### src/rtl/dcm_prog_pkg.sv
// Shared constants for the DCM_CLKGEN programming-port responder.
package dcm_prog_pkg;
  typedef enum logic [2:0] {
    IDLE  = 3'd0,
    CMD   = 3'd1,
    SHIFT = 3'd2,
    TAIL  = 3'd3,
    LOCK  = 3'd4
  } state_t;

  localparam logic CMD_LOAD = 1'b1;
  localparam logic SEL_D    = 1'b0;
  localparam logic SEL_M    = 1'b1;

  localparam int PROG_FIELD_BITS = 8;
endpackage

### src/rtl/dcm_prog_shift8.sv
// 8-bit LSB-first field shifter with bit count; o_done is high once a full field is held.
module dcm_prog_shift8
  import dcm_prog_pkg::*;
(
  input  logic                       clk,
  input  logic                       rst_n,
  input  logic                       i_clr,
  input  logic                       i_shift,
  input  logic                       i_bit,
  output logic [PROG_FIELD_BITS-1:0] o_dat,
  output logic [3:0]                 o_cnt,
  output logic                       o_done
);
  logic [PROG_FIELD_BITS-1:0] r_dat;
  logic [3:0]                 r_cnt;

  always_ff @(posedge clk or negedge rst_n) begin
    if (!rst_n) begin
      r_dat <= '0;
      r_cnt <= '0;
    end else if (i_clr) begin
      r_dat <= '0;
      r_cnt <= '0;
    end else if (i_shift) begin
      r_dat <= {i_bit, r_dat[PROG_FIELD_BITS-1:1]};
      r_cnt <= r_cnt + 4'd1;
    end
  end

  assign o_dat  = r_dat;
  assign o_cnt  = r_cnt;
  assign o_done = (r_cnt == 4'(PROG_FIELD_BITS));
endmodule

### src/rtl/dcm_prog_responder.sv
// Responder for the DCM_CLKGEN PROGEN/PROGDATA/PROGDONE port: decodes LoadD/LoadM/GO,
// commits M-1/D-1 on GO and holds PROGDONE low for LOCK_CYCLES before signalling relock.
module dcm_prog_responder
  import dcm_prog_pkg::*;
#(
  parameter int unsigned LOCK_CYCLES = 16,
  parameter logic [7:0]  INIT_D_M1   = 8'd9,
  parameter logic [7:0]  INIT_M_M1   = 8'd59
) (
  input  logic       clk,
  input  logic       rst_n,
  input  logic       prog_en,
  input  logic       prog_data,
  output logic       prog_done,
  output logic [7:0] d_m1,
  output logic [7:0] m_m1,
  output logic       cfg_valid,
  output logic       prog_err
);
  state_t      r_state;
  logic        r_go;
  logic        r_sel;
  logic [7:0]  r_pend_d;
  logic [7:0]  r_pend_m;
  logic        r_pend_d_vld;
  logic        r_pend_m_vld;
  logic [15:0] r_cnt;
  logic        r_prog_done;
  logic [7:0]  r_d_m1;
  logic [7:0]  r_m_m1;
  logic        r_cfg_valid;
  logic        r_prog_err;

  logic        w_clr;
  logic        w_shift;
  logic        w_last;
  logic        w_done;
  logic [7:0]  w_shadow;
  logic [3:0]  w_bit_cnt;

  assign w_clr   = (r_state == CMD) && prog_en;
  assign w_shift = (r_state == SHIFT) && prog_en;
  assign w_last  = w_shift && (w_bit_cnt == 4'(PROG_FIELD_BITS - 1));

  dcm_prog_shift8 u_shift (
    .clk     (clk),
    .rst_n   (rst_n),
    .i_clr   (w_clr),
    .i_shift (w_shift),
    .i_bit   (prog_data),
    .o_dat   (w_shadow),
    .o_cnt   (w_bit_cnt),
    .o_done  (w_done)
  );

  always_ff @(posedge clk or negedge rst_n) begin
    if (!rst_n) begin
      r_state      <= IDLE;
      r_go         <= 1'b0;
      r_sel        <= SEL_D;
      r_pend_d     <= '0;
      r_pend_m     <= '0;
      r_pend_d_vld <= 1'b0;
      r_pend_m_vld <= 1'b0;
      r_cnt        <= '0;
      r_prog_done  <= 1'b1;
      r_d_m1       <= INIT_D_M1;
      r_m_m1       <= INIT_M_M1;
      r_cfg_valid  <= 1'b0;
      r_prog_err   <= 1'b0;
    end else begin
      r_cfg_valid <= 1'b0;
      r_prog_err  <= 1'b0;
      case (r_state)
        IDLE: begin
          if (prog_en) begin
            if (prog_data == CMD_LOAD) begin
              r_go    <= 1'b0;
              r_state <= CMD;
            end else begin
              r_go    <= 1'b1;
              r_state <= TAIL;
            end
          end
        end
        CMD: begin
          if (prog_en) begin
            r_sel   <= prog_data;
            r_state <= SHIFT;
          end else begin
            r_prog_err <= 1'b1;
            r_state    <= IDLE;
          end
        end
        SHIFT: begin
          if (!prog_en) begin
            r_prog_err <= 1'b1;
            r_state    <= IDLE;
          end else if (w_last) begin
            r_state <= TAIL;
          end
        end
        TAIL: begin
          r_go <= 1'b0;
          if (prog_en) begin
            r_prog_err <= 1'b1;
            r_state    <= IDLE;
          end else if (r_go) begin
            if (r_pend_d_vld) r_d_m1 <= r_pend_d;
            if (r_pend_m_vld) r_m_m1 <= r_pend_m;
            r_pend_d_vld <= 1'b0;
            r_pend_m_vld <= 1'b0;
            r_prog_done  <= 1'b0;
            r_cnt        <= 16'(LOCK_CYCLES);
            r_state      <= LOCK;
          end else begin
            if (w_done) begin
              if (r_sel == SEL_D) begin
                r_pend_d     <= w_shadow;
                r_pend_d_vld <= 1'b1;
              end else begin
                r_pend_m     <= w_shadow;
                r_pend_m_vld <= 1'b1;
              end
            end
            r_state <= IDLE;
          end
        end
        LOCK: begin
          r_cnt <= r_cnt - 16'd1;
          // On the final lock cycle cfg_valid takes precedence so the two pulses never coincide.
          if (r_cnt == 16'd1) begin
            r_prog_done <= 1'b1;
            r_cfg_valid <= 1'b1;
            r_state     <= IDLE;
          end else if (prog_en) begin
            r_prog_err <= 1'b1;
          end
        end
        default: r_state <= IDLE;
      endcase
    end
  end

  assign prog_done = r_prog_done;
  assign d_m1      = r_d_m1;
  assign m_m1      = r_m_m1;
  assign cfg_valid = r_cfg_valid;
  assign prog_err  = r_prog_err;
endmodule

### config.mk
export PLATFORM = sky130hd
export DESIGN_NAME = dcm_prog_responder
export DESIGN_NICKNAME = d
export VERILOG_FILES = /design/src/rtl/dcm_prog_pkg.sv /design/src/rtl/dcm_prog_shift8.sv /design/src/rtl/dcm_prog_responder.sv
export SDC_FILE = /design/constraint.sdc
export NUM_CORES = 1
export LEC_CHECK = 0
export CORE_MARGIN = 5
export CORE_UTILIZATION = 58
export CTS_CLUSTER_DIAMETER = 150
export DETAILED_ROUTE_END_ITERATION = 7
export PLACE_DENSITY = 0.79
export SETUP_SLACK_MARGIN = 0.4
export SLEW_MARGIN = 10
export SYNTH_ARGS = -nofsm -noshare
export SYNTH_HDL_FRONTEND = slang
export SYNTH_HIERARCHICAL = 1
export SYNTH_SLANG_ARGS = --single-unit
### constraint.sdc
create_clock -name clk -period 1.9 [get_ports clk]
set_input_delay 0.285 -clock clk [delete_from_list [all_inputs] [get_ports clk]]
set_output_delay 0.285 -clock clk [all_outputs]
set_load 0.05 [all_outputs]
==> run_results.csv, run 1 <==
group,metric,value,unit
setup_path,slowest_delay,480,ps
pwr,p_leak,1.94,nW
sta,worstMarginPinSlew,449,ps
clock_tree,cts_tree,"done",
pwr,powerDensity,1090,nW/um^2
sta,fmax,599,MHz
drt,viasPerCell,5.63,
global_routing,grt_pass1_vias,2136,
run,cap_viol_max_count,0,
layout,layout_commonest_cell,"dfrtp_1",
setup_path,reg2reg_slack,230,ps
drt,vias,2162,
synthesis,synth_edf_count,0,
outcome,outcome,"completed",
pwr,combPwrFrac,0.224,
sta,report.final.hold_viol_count,0,
synthesis,ys_warn_count,6,
drt,ant_nets,0,
pwr,power.clock.fraction,0.307,
hold_path,hold_path.class,"in -> async",
pwr,finalPower,4.55,mW
placement,placed_cells,338,
layout,fillers,307,
layout,fin_nets,317,
synthesis,ys_seq_area_frac,0.573,
setup_path,crit_path_cell_trace,"nor4_4, buf_4, nand4_4, or4_1, nand2_1",
floorplanning,die_h,82.8,um
setup_path,start_kind,"flip-flop",
layout,area_growth,35.5,%
pwr,p_sw_frac,0.329,
drt,drc,0,
synthesis,syn_inst,237,
synthesis,synthFlopType,"dfrtp_1",
clock_tree,htree_levels,3,
synthesis,yosysUniqueCellTypes,48,
sta,setup_viol,0,
sta,fin_crit_sh,0.879,
clock_tree,cts_sinks,70,
setup_path,endpoint_kind,"flip-flop",
synthesis,synth_top_area_cell,"dfrtp_1",
synthesis,synth_seq_cells,70,
setup_path,worstPathArrival,1970,ps
floorplanning,core,5140,um^2
clock_tree,cts_buffer_depth,2,
setup_path,critPathSlowestCell,"dfrtp_2",
synthesis,synthArstFlopShare,1.00,
drt,routed_wl,6620,um
clock_tree,clkTransAtPathRegs,80,ps
setup_path,worst-path-buf-inv,1,
clock_tree,cts_made_buffers,9,
placement,gp_congestion,0.755,
floorplanning,die-area,6860,um^2
layout,fin_cells,384,
drt,drt_iter0_drc,122,
placement,port_buffers,22,
drt,dr.pass1.iters,4,
floorplanning,die_w,82.8,um
clock_tree,cts-root-buf,"clkbuf_8",
synthesis,ys_top_cells_by_area,"dfrtp_1 50%, mux2_2 12%, dfstp_2 6.8%, nor2_1 3.1%, mux2i_1 2.9%",
placement,dp_hpwl,3800,um
pwr,power_switching,1.50,mW
setup_path,critical-path-top-delay-family,"simple AND/OR/NAND/NOR gates",
pwr,intPower,3.05,mW
synthesis,avgSynthCellArea,13.0,um^2
sta,max_slew_margin,0.700,
layout,diodes,0,
pwr,ir_worst_vdd,0.000674,V
floorplanning,start_util,0.599,
global_routing,grt_max_degree,56,
layout,regArea,1770,um^2
synthesis,syn_nets,245,
drt,avgRoutedWirePerCell,17.2,um
global_routing,grt_pass1_wl,10500,um
layout,final_cell_mix,"58 x dfrtp_1, 37 x buf_4, 25 x mux2_2",
setup_path,crit_type,"reg -> reg",
global_routing,antenna_found_initial,0,
setup_path,cp_max_fo,6,
synthesis,netlist.area_leader.share,0.504,
setup_path,critPathRequiredTime,2200,ps
layout,multi_input_area,1460,um^2
floorplanning,pin_count,23,
pwr,p_seq_frac,0.469,
layout,drive_gt1_frac,0.510,
clock_tree,clk_latency,360,ps
sta,fin_skew,10.9,ps
sta,grt_setup_unrepaired,"true",
sta,min_period,1670,ps
global_routing,grt.total_usage,0.191,
global_routing,gr-total-overflow,0,
floorplanning,rows,26,
sta,drv_slew,0,
synthesis,syn_area,3080,um^2
sta,holdWs,383,ps
cell usage after synthesis (3+ instances only):
| cell | number |
|---|---|
| buf_2 | 3 |
| xor2_1 | 6 |
| nand2_1 | 10 |
| o211ai_1 | 3 |
| nor3b_1 | 4 |
| inv_1 | 4 |
| nor2_1 | 25 |
| mux2i_1 | 9 |
| mux2_2 | 33 |
| dfstp_2 | 8 |
| dfrtp_1 | 62 |
| nand3_1 | 3 |
| nand4b_1 | 4 |
| a21oi_1 | 3 |
| o21ai_0 | 6 |
| nand4_1 | 4 |
| xnor2_1 | 4 |
| ha_1 | 4 |
final cells by class:
cell class                 count  area share
tap                           70      0.0210
clock buffer                   9      0.0297
inverter                       4     0.00360
multi-input combinational    157       0.351
timing repair buffer          67       0.146
clock inverter                 7      0.0249
sequential                    70       0.424
worst paths after layout:
path                            startpoint    endpoint  cells after the start
worst max-delay path              r_cnt[6]   r_cnt[13]                      5
worst min-delay path                 rst_n    r_cnt[3]                      2
worst max register to register    r_cnt[6]   r_cnt[13]                      5
worst min register to register   r_cnt[15]   r_cnt[15]                      1
max in group asynchronous            rst_n     d_m1[0]                      3
min in group clk                   prog_en  r_state[1]                      5
cell families after synthesis:
family	Yosys count	synth area share
fa+ha+maj	4	0.0163
xor+xnor	10	0.0285
mux	43	0.155
buf+inv	10	0.0163
flops	70	0.573
simple gates	76	0.160
compound gates	24	0.0516
stage by stage:
step	setup TNS, ps	worst slack (ps)	cell area, um^2	utilization
2_1_floorplan	0	295	3110	-
3_3_place_gp	-294	-34.0	3490	0.679
3_5_place_dp	-1210	-96.8	3490	0.679
4_1_cts	0	260	3990	0.776
5_1_grt	0	180	4170	0.811
6_report	0	230	4170	0.811
routing by layer:
metal	share of wire	vias to the layer above	GRT usage	routed length (um)
met5	0	-	0	0
met1	0.44	1113	0.251	2890
met3	0.029	13	0.0515	194
li1	-	997	-	-
met4	0.022	0	0.0892	148
met2	0.51	39	0.295	3390
flip-flops by register name, summed over array words and instances, names as in the netlist:
name and cells:
r_pend_m_vld 1, r_cnt 16, u_shift/o_cnt 4, r_state 3, r_pend_m 8, cfg_valid 1
r_go 1, prog_err 1, u_shift/o_dat 8, r_sel 1, m_m1 8, r_pend_d_vld 1
prog_done 1, d_m1 8, r_pend_d 8
power by group through the flow:
stage	registers (mW)	clock network, mW	logic [mW]
2_1_floorplan	2.06	0	0.450
5_1_grt	2.17	1.48	1.13
4_1_cts	2.08	1.40	0.856
6_report	2.13	1.40	1.02
3_3_place_gp	2.12	0	0.579
3_5_place_dp	2.13	0	0.611
what timing repair did:
item / CTS / global route
pin swaps: 9 / 14
hold endpoints to repair: 14 / 0
resized for setup: 55 / 36
setup buffers: 19 / 10
endpoints found under the setup margin: 62 / 53
hold buffers: 1 / 0
Power figures use the tool's default switching activity.
==> run 2, diff against run 1 <==
TNS_END_PERCENT = 20   (was not set)
==> run 2 against run 1 <==
Maximum frequency rose by 1.8%. Hold slack improved by 110 ps. Final cell count fell by 2.6%. Die area did not move. Register-to-register slack improved by 30 ps. Design area fell by 6.4%. Routed wire length fell by 8.0%. Non-clock buffer count fell by 10. Combinational power fell by 27%. Clock power fell by 14%. Count of clock-buffer cells in the layout rose by 2. Setup slack improved by 30 ps. Critical path type unchanged. Largest power group unchanged. Highest routed layer unchanged.
==> run_results.csv, run 2 (synthesis gave the netlist of run 1 again) <==
group,metric,value,unit
floorplanning,rows,26,
clock_tree,clk_latency,340,ps
setup_path,cp_common_cell,"nand2_2",
sta,fin_skew,9.30,ps
setup_path,rr_endpoint,"r_pend_d[0]",
floorplanning,die_w,82.8,um
clock_tree,htree_levels,3,
clock_tree,cts_tree,"done",
layout,regMostFlops,"r_cnt",
pwr,finalPower,4.06,mW
drt,vias,2055,
global_routing,grt.total_usage,0.183,
layout,layout_commonest_cell,"dfrtp_1",
drt,drc,0,
setup_path,worstPathArrival,1860,ps
drt,viasPerCell,5.49,
floorplanning,start_util,0.599,
global_routing,grt_max_degree,71,
layout,final_cell_mix,"60 x dfrtp_1, 36 x buf_4, 31 x mux2_2",
run,cap_viol_max_count,0,
clock_tree,cts_buffer_depth,2,
placement,port_buffers,22,
drt,drt_iter0_drc,130,
layout,design_area,3900,um^2
layout,fin_nets,307,
global_routing,gr-total-overflow,0,
setup_path,critPathLaunch,"u_shift/o_cnt[0]",
sta,fin_crit_sh,0.863,
layout,drive_gt1_frac,0.408,
global_routing,grt_pass1_wl,10100,um
layout,area_growth,26.8,%
floorplanning,core,5140,um^2
floorplanning,pin_count,23,
setup_path,start_kind,"flip-flop",
drt,avgRoutedWirePerCell,16.3,um
setup_path,cp_max_fo,8,
setup_path,crit_type,"reg -> reg",
setup_path,crit_path_cell_trace,"inv_1, ha_2, nand2_2, nor2_4, nand2_2, nor3_4, buf_12, mux2_2",
setup_path,reg2reg_slack,260,ps
hold_path,hold_path.class,"in -> async",
placement,gp_congestion,0.751,
setup_path,critPathSlowestCell,"dfrtp_1",
sta,setup_viol,0,
pwr,powerDensity,1040,nW/um^2
clock_tree,cts_made_buffers,9,
setup_path,reg2reg_from,"u_shift/o_cnt[0]",
sta,drv_slew,0,
setup_path,critical-path-top-delay-family,"simple AND/OR/NAND/NOR gates",
layout,fillers,342,
pwr,p_leak,1.81,nW
sta,fmax,610,MHz
setup_path,critPathRequiredTime,2120,ps
clock_tree,cts-root-buf,"clkbuf_8",
placement,dpl_cell_area,3510,um^2
placement,dp_hpwl,3670,um
outcome,outcome,"completed",
sta,grt_setup_unrepaired,"true",
sta,worstMarginPinSlew,498,ps
setup_path,endpoint_kind,"flip-flop",
setup_path,rr_worst_depth,8,
floorplanning,die-area,6860,um^2
layout,regArea,1760,um^2
sta,min_period,1640,ps
pwr,ir_worst_vdd,0.000619,V
layout,multi_input_area,1320,um^2
drt,ant_nets,0,
setup_path,slowest_delay,390,ps
drt,dr.pass1.iters,4,
clock_tree,clkTransAtPathRegs,70,ps
setup_path,worst-path-buf-inv,2,
sta,max_slew_margin,0.669,
sta,report.final.hold_viol_count,0,
layout,diodes,0,
global_routing,antenna_found_initial,0,
global_routing,grt_pass1_vias,2055,
layout,largest_reg_flops,16,
drt,routed_wl,6090,um
clock_tree,cts_sinks,70,
sta,holdWs,497,ps
floorplanning,die_h,82.8,um
[run 2: per-stage QoR]
step,utilization,setup TNS (ps),std cells,setup slack [ps]
2_1_floorplan,-,0,237,280
3_3_place_gp,0.683,-657,342,-60.6
3_5_place_dp,0.683,-919,342,-79.6
4_1_cts,0.729,0,361,198
5_1_grt,0.759,0,374,175
6_report,0.759,0,374,260
[run 2: worst max-delay path by stage]
stage                        to  slack (ps)  cells past startpoint
floorplan             r_cnt[13]         280                      4
global placement        m_m1[2]         -60                      5
detailed placement      m_m1[2]         -80                      5
CTS                    r_cnt[8]         200                      4
global route        r_pend_d[0]         170                      8
finish              r_pend_d[0]         260                      8
[run 2: timing repair]
| action | in CTS | in global routing |
|---|---|---|
| pin swaps | 0 | 11 |
| buffers inserted | 2 | 13 |
| endpoints found under the hold margin | 62 | 0 |
| gates cloned | 0 | 0 |
| resized for setup | 24 | 19 |
| hold buffers | 1 | 0 |
| setup endpoints to repair | 65 | 71 |
[run 2: power breakdown]
group          internal, mW  total (mW)  switching [mW]
logic                 0.372       0.740           0.368
registers              1.75        2.12           0.368
clock network         0.642        1.20           0.560
total                  2.76        4.06            1.30
[run 2: cell type report]
| class | instances | area share |
|---|---|---|
| flip-flops and latches | 70 | 0.452 |
| multi-input cells | 157 | 0.339 |
| repair buffers | 57 | 0.131 |
| clock buffers | 11 | 0.0362 |
| well taps | 70 | 0.0225 |
| clock inverters | 5 | 0.0151 |
| inverters | 4 | 0.00385 |
[run 2: layer usage]
layer	up-vias	wire, um	global-route usage
met3	10	207	0.0495
met5	-	0	0
li1	980	-	-
met4	0	119	0.0802
met2	42	2880	0.259
met1	1023	2880	0.265
[run 2: worst reg2reg max path, stage by stage, from the launching register on]
cell and delay (ps):
dfrtp_1 390, inv_1 60, ha_2 160, nand2_2 60, nor2_4 130, nand2_2 90
nor3_4 150, buf_12 150, mux2_2 330
